<file path="src/rtl/fibonacci_engine_if.sv">
// Start/busy/done handshake bundle for fibonacci_engine.
// The master issues jobs (index and seeds); the slave computes and returns the result.
interface fibonacci_engine_if #(
  parameter int DATA_W = 16,
  parameter int IDX_W  = 5
);
  logic              start;
  logic [IDX_W-1:0]  index;
  logic [DATA_W-1:0] seed0;
  logic [DATA_W-1:0] seed1;
  logic              busy;
  logic              done;
  logic [DATA_W-1:0] result;
  logic              overflow;

  modport master (
    output start, index, seed0, seed1,
    input  busy, done, result, overflow
  );

  modport slave (
    input  start, index, seed0, seed1,
    output busy, done, result, overflow
  );
endinterface

</file>
<file path="src/rtl/fibonacci_engine.sv">
// Iterative two-seed additive recurrence engine: T(k+2) = T(k+1) + T(k) mod 2^DATA_W.
// One start launches one n+1 cycle calculation with a sticky overflow flag.
module fibonacci_engine #(
  parameter int DATA_W = 16,
  parameter int IDX_W  = 5
) (
  input  logic               clk,
  input  logic               reset_n,
  fibonacci_engine_if.slave  bus
);
  typedef enum logic {IDLE, CALC} state_t;

  state_t            state_q, state_d;
  logic [DATA_W-1:0] a_q, a_d;
  logic [DATA_W-1:0] b_q, b_d;
  logic [IDX_W-1:0]  cnt_q, cnt_d;
  logic              ovf_q, ovf_d;
  logic [DATA_W-1:0] result_q, result_d;
  logic              overflow_q, overflow_d;
  logic              done_q, done_d;
  logic [DATA_W:0]   sum;

  assign sum = {1'b0, a_q} + {1'b0, b_q};

  always_comb begin
    state_d    = state_q;
    a_d        = a_q;
    b_d        = b_q;
    cnt_d      = cnt_q;
    ovf_d      = ovf_q;
    result_d   = result_q;
    overflow_d = overflow_q;
    done_d     = 1'b0;
    case (state_q)
      IDLE: begin
        if (bus.start) begin
          a_d     = bus.seed0;
          b_d     = bus.seed1;
          cnt_d   = bus.index;
          ovf_d   = 1'b0;
          state_d = CALC;
        end
      end
      CALC: begin
        if (cnt_q != '0) begin
          a_d   = b_q;
          b_d   = sum[DATA_W-1:0];
          cnt_d = cnt_q - IDX_W'(1);
          // On the final step the sum is T(n+1), which is never reported.
          if (cnt_q > IDX_W'(1) && sum[DATA_W]) begin
            ovf_d = 1'b1;
          end
        end else begin
          result_d   = a_q;
          overflow_d = ovf_q;
          done_d     = 1'b1;
          state_d    = IDLE;
        end
      end
      default: state_d = IDLE;
    endcase
  end

  always_ff @(posedge clk or negedge reset_n) begin
    if (!reset_n) begin
      state_q    <= IDLE;
      a_q        <= '0;
      b_q        <= '0;
      cnt_q      <= '0;
      ovf_q      <= 1'b0;
      result_q   <= '0;
      overflow_q <= 1'b0;
      done_q     <= 1'b0;
    end else begin
      state_q    <= state_d;
      a_q        <= a_d;
      b_q        <= b_d;
      cnt_q      <= cnt_d;
      ovf_q      <= ovf_d;
      result_q   <= result_d;
      overflow_q <= overflow_d;
      done_q     <= done_d;
    end
  end

  assign bus.busy     = (state_q == CALC);
  assign bus.done     = done_q;
  assign bus.result   = result_q;
  assign bus.overflow = overflow_q;
endmodule

</file>
<file path="src/flat_wrapper.sv">
// flat-port wrapper written by rule: the top's interface ports become plain ports
module fibonacci_engine_flat 
#(
  parameter int DATA_W = 16,
  parameter int IDX_W  = 5
)
  (clk, reset_n, bus_start, bus_index, bus_seed0, bus_seed1, bus_busy, bus_done, bus_result, bus_overflow);
  fibonacci_engine_if #(.DATA_W(DATA_W), .IDX_W(IDX_W)) bus_i ();
  input  logic clk;
  input  logic reset_n;
  input wire logic [$bits(bus_i.start)-1:0] bus_start;
  input wire logic [$bits(bus_i.index)-1:0] bus_index;
  input wire logic [$bits(bus_i.seed0)-1:0] bus_seed0;
  input wire logic [$bits(bus_i.seed1)-1:0] bus_seed1;
  output wire logic [$bits(bus_i.busy)-1:0] bus_busy;
  output wire logic [$bits(bus_i.done)-1:0] bus_done;
  output wire logic [$bits(bus_i.result)-1:0] bus_result;
  output wire logic [$bits(bus_i.overflow)-1:0] bus_overflow;
  assign bus_i.start = bus_start;
  assign bus_i.index = bus_index;
  assign bus_i.seed0 = bus_seed0;
  assign bus_i.seed1 = bus_seed1;
  assign bus_busy = bus_i.busy;
  assign bus_done = bus_i.done;
  assign bus_result = bus_i.result;
  assign bus_overflow = bus_i.overflow;
  fibonacci_engine #(.DATA_W(DATA_W), .IDX_W(IDX_W)) u_core (.clk(clk), .reset_n(reset_n), .bus(bus_i));
endmodule
</file>
<file path="config.mk">
export PLATFORM = sky130hd
export DESIGN_NAME = fibonacci_engine_flat
export DESIGN_NICKNAME = d
export VERILOG_FILES = /design/src/rtl/fibonacci_engine_if.sv /design/src/rtl/fibonacci_engine.sv /design/src/flat_wrapper.sv
export SDC_FILE = /design/constraint.sdc
export NUM_CORES = 1
export LEC_CHECK = 0
export ABC_CLOCK_PERIOD_IN_PS = 2270
export CORE_MARGIN = 1
export CORE_UTILIZATION = 33
export CTS_CLUSTER_DIAMETER = 30
export DETAILED_ROUTE_END_ITERATION = 10
export DONT_BUFFER_PORTS = 1
export GPL_TIMING_DRIVEN = 0
export PLACE_DENSITY = 0.53
export SYNTH_ARGS = -nofsm -noshare
export SYNTH_HDL_FRONTEND = slang
export SYNTH_SLANG_ARGS = --single-unit
</file>
<file path="constraint.sdc">
create_clock -name clk -period 2.27 [get_ports clk]
set_input_delay 0.3405 -clock clk [delete_from_list [all_inputs] [get_ports clk]]
set_output_delay 0.3405 -clock clk [all_outputs]
set_load 0.005 [all_outputs]
</file>
# After elaboration in Yosys (flattened, before gate mapping)
# Cells that the tools add are included.
# op_classes
order_cmp	1
n_eq_ne	3
mux	18
reduce_logical	5
bitwise	2
n_addsub	2
# op_table
op	count
16-bit two-way mux	4
16-bit case mux with 2 select lines	2
16-bit by 16-bit adder with 17-bit output	1
5-bit two-way mux	2
5-bit case mux with 2 select lines	1
1-bit two-way mux	7
2-bit inequality test, second input constant	3
5-bit by 1-bit greater-than comparator with 1-bit output, second input constant	1
5-bit nonzero test	1
5-bit by 1-bit subtractor with 5-bit output, second input constant	1
1-bit case mux with 2 select lines	2
2-bit AND reduction	2
3-bit AND reduction	1
1-bit NOT	2
1-bit logical AND	1
# word_totals
word_cells	39
output_inout_bits	19
reg_bits	57
inputBits	40

# Logic depth before layout (Yosys ltp)
# depth
depth_word	5
mapped_depth	9
depth_no_buf	9

# Least setup slack after synthesis
# OpenSTA, ideal clock, no wires.
# synth_timing
path_type	register to register
startpoint	register u_core.b_q[0]
endpoint	register u_core.b_q[14]
arrival_time_ns	1.959
synth_period_minus_slack_ns	2.030
required_ns	2.198
setup_slack_ns	0.240
path_buffers	0
stages_incl_launch_ff	10
path_cell_list	dfrtp_1 ha_1 inv_1 fa_1 nor2b_4 o2111ai_1 a21oi_2 o2111ai_1 mux2_1 nor2_1
# synth_via
elab_chain_cells	3
# synth_lines
item	line_no	source
start, declared	fibonacci_engine.sv:15	logic [DATA_W-1:0] b_q, b_d;
start signal, assigned	fibonacci_engine.sv:68	b_q <= '0;
start signal, assigned	fibonacci_engine.sv:77	b_q <= b_d;
16-bit by 16-bit adder with 17-bit output	fibonacci_engine.sv:23	assign sum = {1'b0, a_q} + {1'b0, b_q};
16-bit two-way mux	fibonacci_engine.sv:45	if (cnt_q != '0) begin
16-bit case mux with 2 select lines	fibonacci_engine.sv:34	case (state_q)
# No other way between the ends. The select of a mux whose other input is x is not followed.
# A chain may end at the register's enable or synchronous reset.

# Final worst setup path
# layout_timing
startpoint	register u_core.a_q[0]
endpoint	register u_core.b_q[14]
# layout_via
elab_chain_cells	3
# layout_lines
item	line_no	source
start, declared	fibonacci_engine.sv:14	logic [DATA_W-1:0] a_q, a_d;
start signal, assigned	fibonacci_engine.sv:67	a_q <= '0;
start signal, assigned	fibonacci_engine.sv:76	a_q <= a_d;
16-bit by 16-bit adder with 17-bit output	fibonacci_engine.sv:23	
16-bit two-way mux	fibonacci_engine.sv:45	
16-bit case mux with 2 select lines	fibonacci_engine.sv:34	
# No other way between the ends. The select of a mux whose other input is x is not followed.

==> impl_metrics.env <==
export IMPL_outcome="complete, no violations"
export IMPL_p_total_mw=6.85
export IMPL_slowest_stage="sky130_fd_sc_hd__dfrtp_1"
export IMPL_critical_path_n_buffers_inverters=1
export IMPL_yosys_warnings=0
export IMPL_grt_pass1_vias=2691
export IMPL_fin_crit_ns=2.19
export IMPL_timing_reg2reg_worst_path_depth=9
export IMPL_grt_usage_pct=17.8
export IMPL_cellPowerDensity_nw_per_um2=1790
export IMPL_floorplan_die_height_um=103
export IMPL_via_count=2651
export IMPL_die_area_um2=10600
export IMPL_timing_critical_path_fanout_max=3
export IMPL_final_min_period_over_clock_period_pct=96.3
export IMPL_cts_made_buffers=9
export IMPL_design_portCount=59
export IMPL_cts_root_buffer_cell="sky130_fd_sc_hd__clkbuf_8"
export IMPL_grt_start_max_net_pins=58
export IMPL_num_rows=36
export IMPL_dp_hpwl_mm=6.10
export IMPL_critical_path_top_delay_family="adder cells"
export IMPL_crit_path_cell_trace="ha_2 -> inv_1 -> fa_2 -> nor2b_4 -> o2111ai_4 -> a21oi_4 -> o2111ai_2 -> mux2_4 -> nor2_2"
export IMPL_avgSynthCellArea_um2=9.09
export IMPL_final_hold_violation_count=0
export IMPL_synth_flop_cell="sky130_fd_sc_hd__dfrtp_1"
export IMPL_worst_hold_path_type="in -> reg"
export IMPL_unique_masters_post_synth=51
export IMPL_synthesis_area_um2=3360
export IMPL_clock_fmax_mhz=458
export IMPL_floorplan_die_width_um=103
export IMPL_setup_viol_count_final=0
export IMPL_layout_cells_most_common_list="sky130_fd_sc_hd__nand2_1 (86), sky130_fd_sc_hd__dfrtp_1 (57), sky130_fd_sc_hd__o21ai_0 (30)"
export IMPL_tritoncts="done"
export IMPL_antenna_cells=0
export IMPL_fillCellCount=1000
export IMPL_initial_antenna_violation_count=1
export IMPL_rrSetupSlack_ns=0.08
export IMPL_count_of_h_tree_levels_built_during_cts=3
export IMPL_worst_endpoint_required_ns=2.54
export IMPL_initial_core_util_pct=34.2
export IMPL_wl_mm=8.76
export IMPL_timing_hold_ws_ns=0.185
export IMPL_yosysTopAreaCell="sky130_fd_sc_hd__dfrtp_1"
export IMPL_max_slew_worst_pin_slew_ns=0.798
export IMPL_area_inside_the_core_boundary_um2=9820
export IMPL_clock_sinks=57
export IMPL_hold_path_startpoint="bus_start"
export IMPL_netlist_area_leader_share_pct=42.5
export IMPL_critical_path_depth=9
export IMPL_r2r_end="u_core.b_q[14]"
export IMPL_worst_setup_path_end_kind="register"
export IMPL_clock_tree_buffer_depth=2
export IMPL_detail_route_vias_per_cell=5.07
export IMPL_synth_fp_nets=429
export IMPL_yosysSeqAreaShare_pct=42.5
export IMPL_cp_startpoint="u_core.a_q[0]"
export IMPL_ir_drop_mv=0.521
export IMPL_slew_headroom_pct=46.8
export IMPL_timing_critical_path_from_type="register"
export IMPL_area_growth_pct=13.9
export IMPL_synth_enable_flop_cells=0
export IMPL_ant_nets=0
export IMPL_max_stage_delay_ns=0.38
export IMPL_timing_final_max_slew_violations=0
export IMPL_worst_clock_skew_ns=0.00944
export IMPL_synth_async_reset_ratio_pct=100
export IMPL_overflow=0
export IMPL_synth_top_cells_by_area="sky130_fd_sc_hd__dfrtp_1 (43%), sky130_fd_sc_hd__nand2_1 (9.6%), sky130_fd_sc_hd__mux2i_1 (7.5%)"
export IMPL_wl_per_cell_um=16.7
export IMPL_worstSetupEndpoint="u_core.b_q[14]"
export IMPL_grt_setup_unrepaired="no"
export IMPL_leakage_nw=1.80
export IMPL_max_cap_viol_count=0
export IMPL_worst_skew_pair_late_latency_ns=0.34
export IMPL_placement_io_buffers=0
export IMPL_layout_commonest_cell="sky130_fd_sc_hd__nand2_1"
export IMPL_grt_first_pass_wirelength_mm=13.9
export IMPL_postSynthRegisterBits=57
export IMPL_drt_iter0_markers=137
export IMPL_finish_net_count=445
export IMPL_drc=0
export IMPL_worst_setup_path_type="reg -> reg"
export IMPL_final_layout_size_suffix_gt1_share_pct=12.1
export IMPL_clk_pin_slew_ns=0.07
export IMPL_critPathArrivalTime_ns=2.45
export IMPL_drtPass1Iterations=4
export IMPL_rr_startpoint="u_core.a_q[0]"
export IMPL_synthesis_instances=369
export IMPL_final_gp_congestion=0.864
==> synthesized netlist by cell type, drive strengths merged (4+ instances only) <==
| cell | n |
|---|---|
| nor3b | 7 |
| dfrtp | 57 |
| xor2 | 6 |
| clkbuf | 6 |
| nor2 | 15 |
| ha | 19 |
| nor3 | 4 |
| mux2i | 25 |
| nand3 | 5 |
| xnor2 | 7 |
| nor2b | 4 |
| nand2 | 87 |
| inv | 12 |
| buf | 10 |
| o21ai | 42 |
| a21oi | 27 |
==> layer usage <==
metal / global-route usage, % / wire (um)
met1: 23.4 / 4210
met2: 27.6 / 3840
met3: 5.76 / 557
met4: 6.07 / 130
met5: 0 / 13
==> timing repair <==
item,CTS,global route
hold endpoints to repair,57,0
hold buffers,2,0
setup buffers,0,3
resized for setup,1,9
pin swaps,1,1
endpoints found under the setup margin,2,3
==> worst min-delay path by stage <==
stage | to | slack (ns) | depth (start not counted)
after CTS | u_core.ovf_q | 0.17 | 2
after detailed placement | u_core.bus.done | 0.05 | 0
final | u_core.ovf_q | 0.19 | 2
after floorplan | u_core.a_q[0] | 0.04 | 0
after global placement | u_core.bus.done | 0.05 | 0
after global routing | u_core.ovf_q | 0.18 | 2
==> stage by stage <==
step                      cells  utilization, %  instance area, um2  TNS [ns]  setup slack [ns]
after detailed placement    502            35.9                3520   -0.0305           -0.0245
after CTS                   520            38.0                3740         0            0.0224
after global routing        523            38.9                3820         0           0.00333
after floorplan             369               -                3360         0             0.240
final                       523            38.9                3820         0            0.0850
after global placement      502            35.9                3520  -0.00185          -0.00185
==> power by group <==
part	internal [mW]	switching (mW)	total [mW]	leakage [nW]
Clock	0.451	0.411	0.862	0.0932
Sequential	1.56	0.441	2.00	0.682
Combinational	1.76	2.22	3.98	1.03
Total	3.78	3.07	6.85	1.80
==> area by class of cell <==
cell class	instances	area (um2)	share of cell area, %
clock inverters	3	15.0	0.393
plain buffers	16	82.6	2.16
clock buffers	13	159	4.16
multi-input cells	283	1860	48.8
inverters	13	48.8	1.28
repair buffers	5	60.1	1.57
well taps	133	166	4.35
flip-flops and latches	57	1430	37.3
==> state kept, by name (all words and copies together), names as in the netlist <==
signal	count
u_core.b_q	16
u_core.bus.result	16
u_core.bus.busy	1
u_core.bus.overflow	1
u_core.bus.done	1
u_core.a_q	16
u_core.ovf_q	1
u_core.cnt_q	5
==> cell families (layout without fill, tap and decap cells) <==
| group | Yosys count | after routing | synth area share (%) |
|---|---|---|---|
| AO/OA/AOI/OAI | 91 | 91 | 16.5 |
| XOR/XNOR | 13 | 13 | 3.39 |
| adder cells (fa/ha/maj) | 20 | 20 | 7.68 |
| buffers and inverters | 29 | 50 | 3.91 |
| flip-flops | 57 | 57 | 42.5 |
| multiplexers | 28 | 28 | 8.46 |
| AND/OR/NAND/NOR | 131 | 131 | 17.6 |
(Power assumes the default switching activity.)
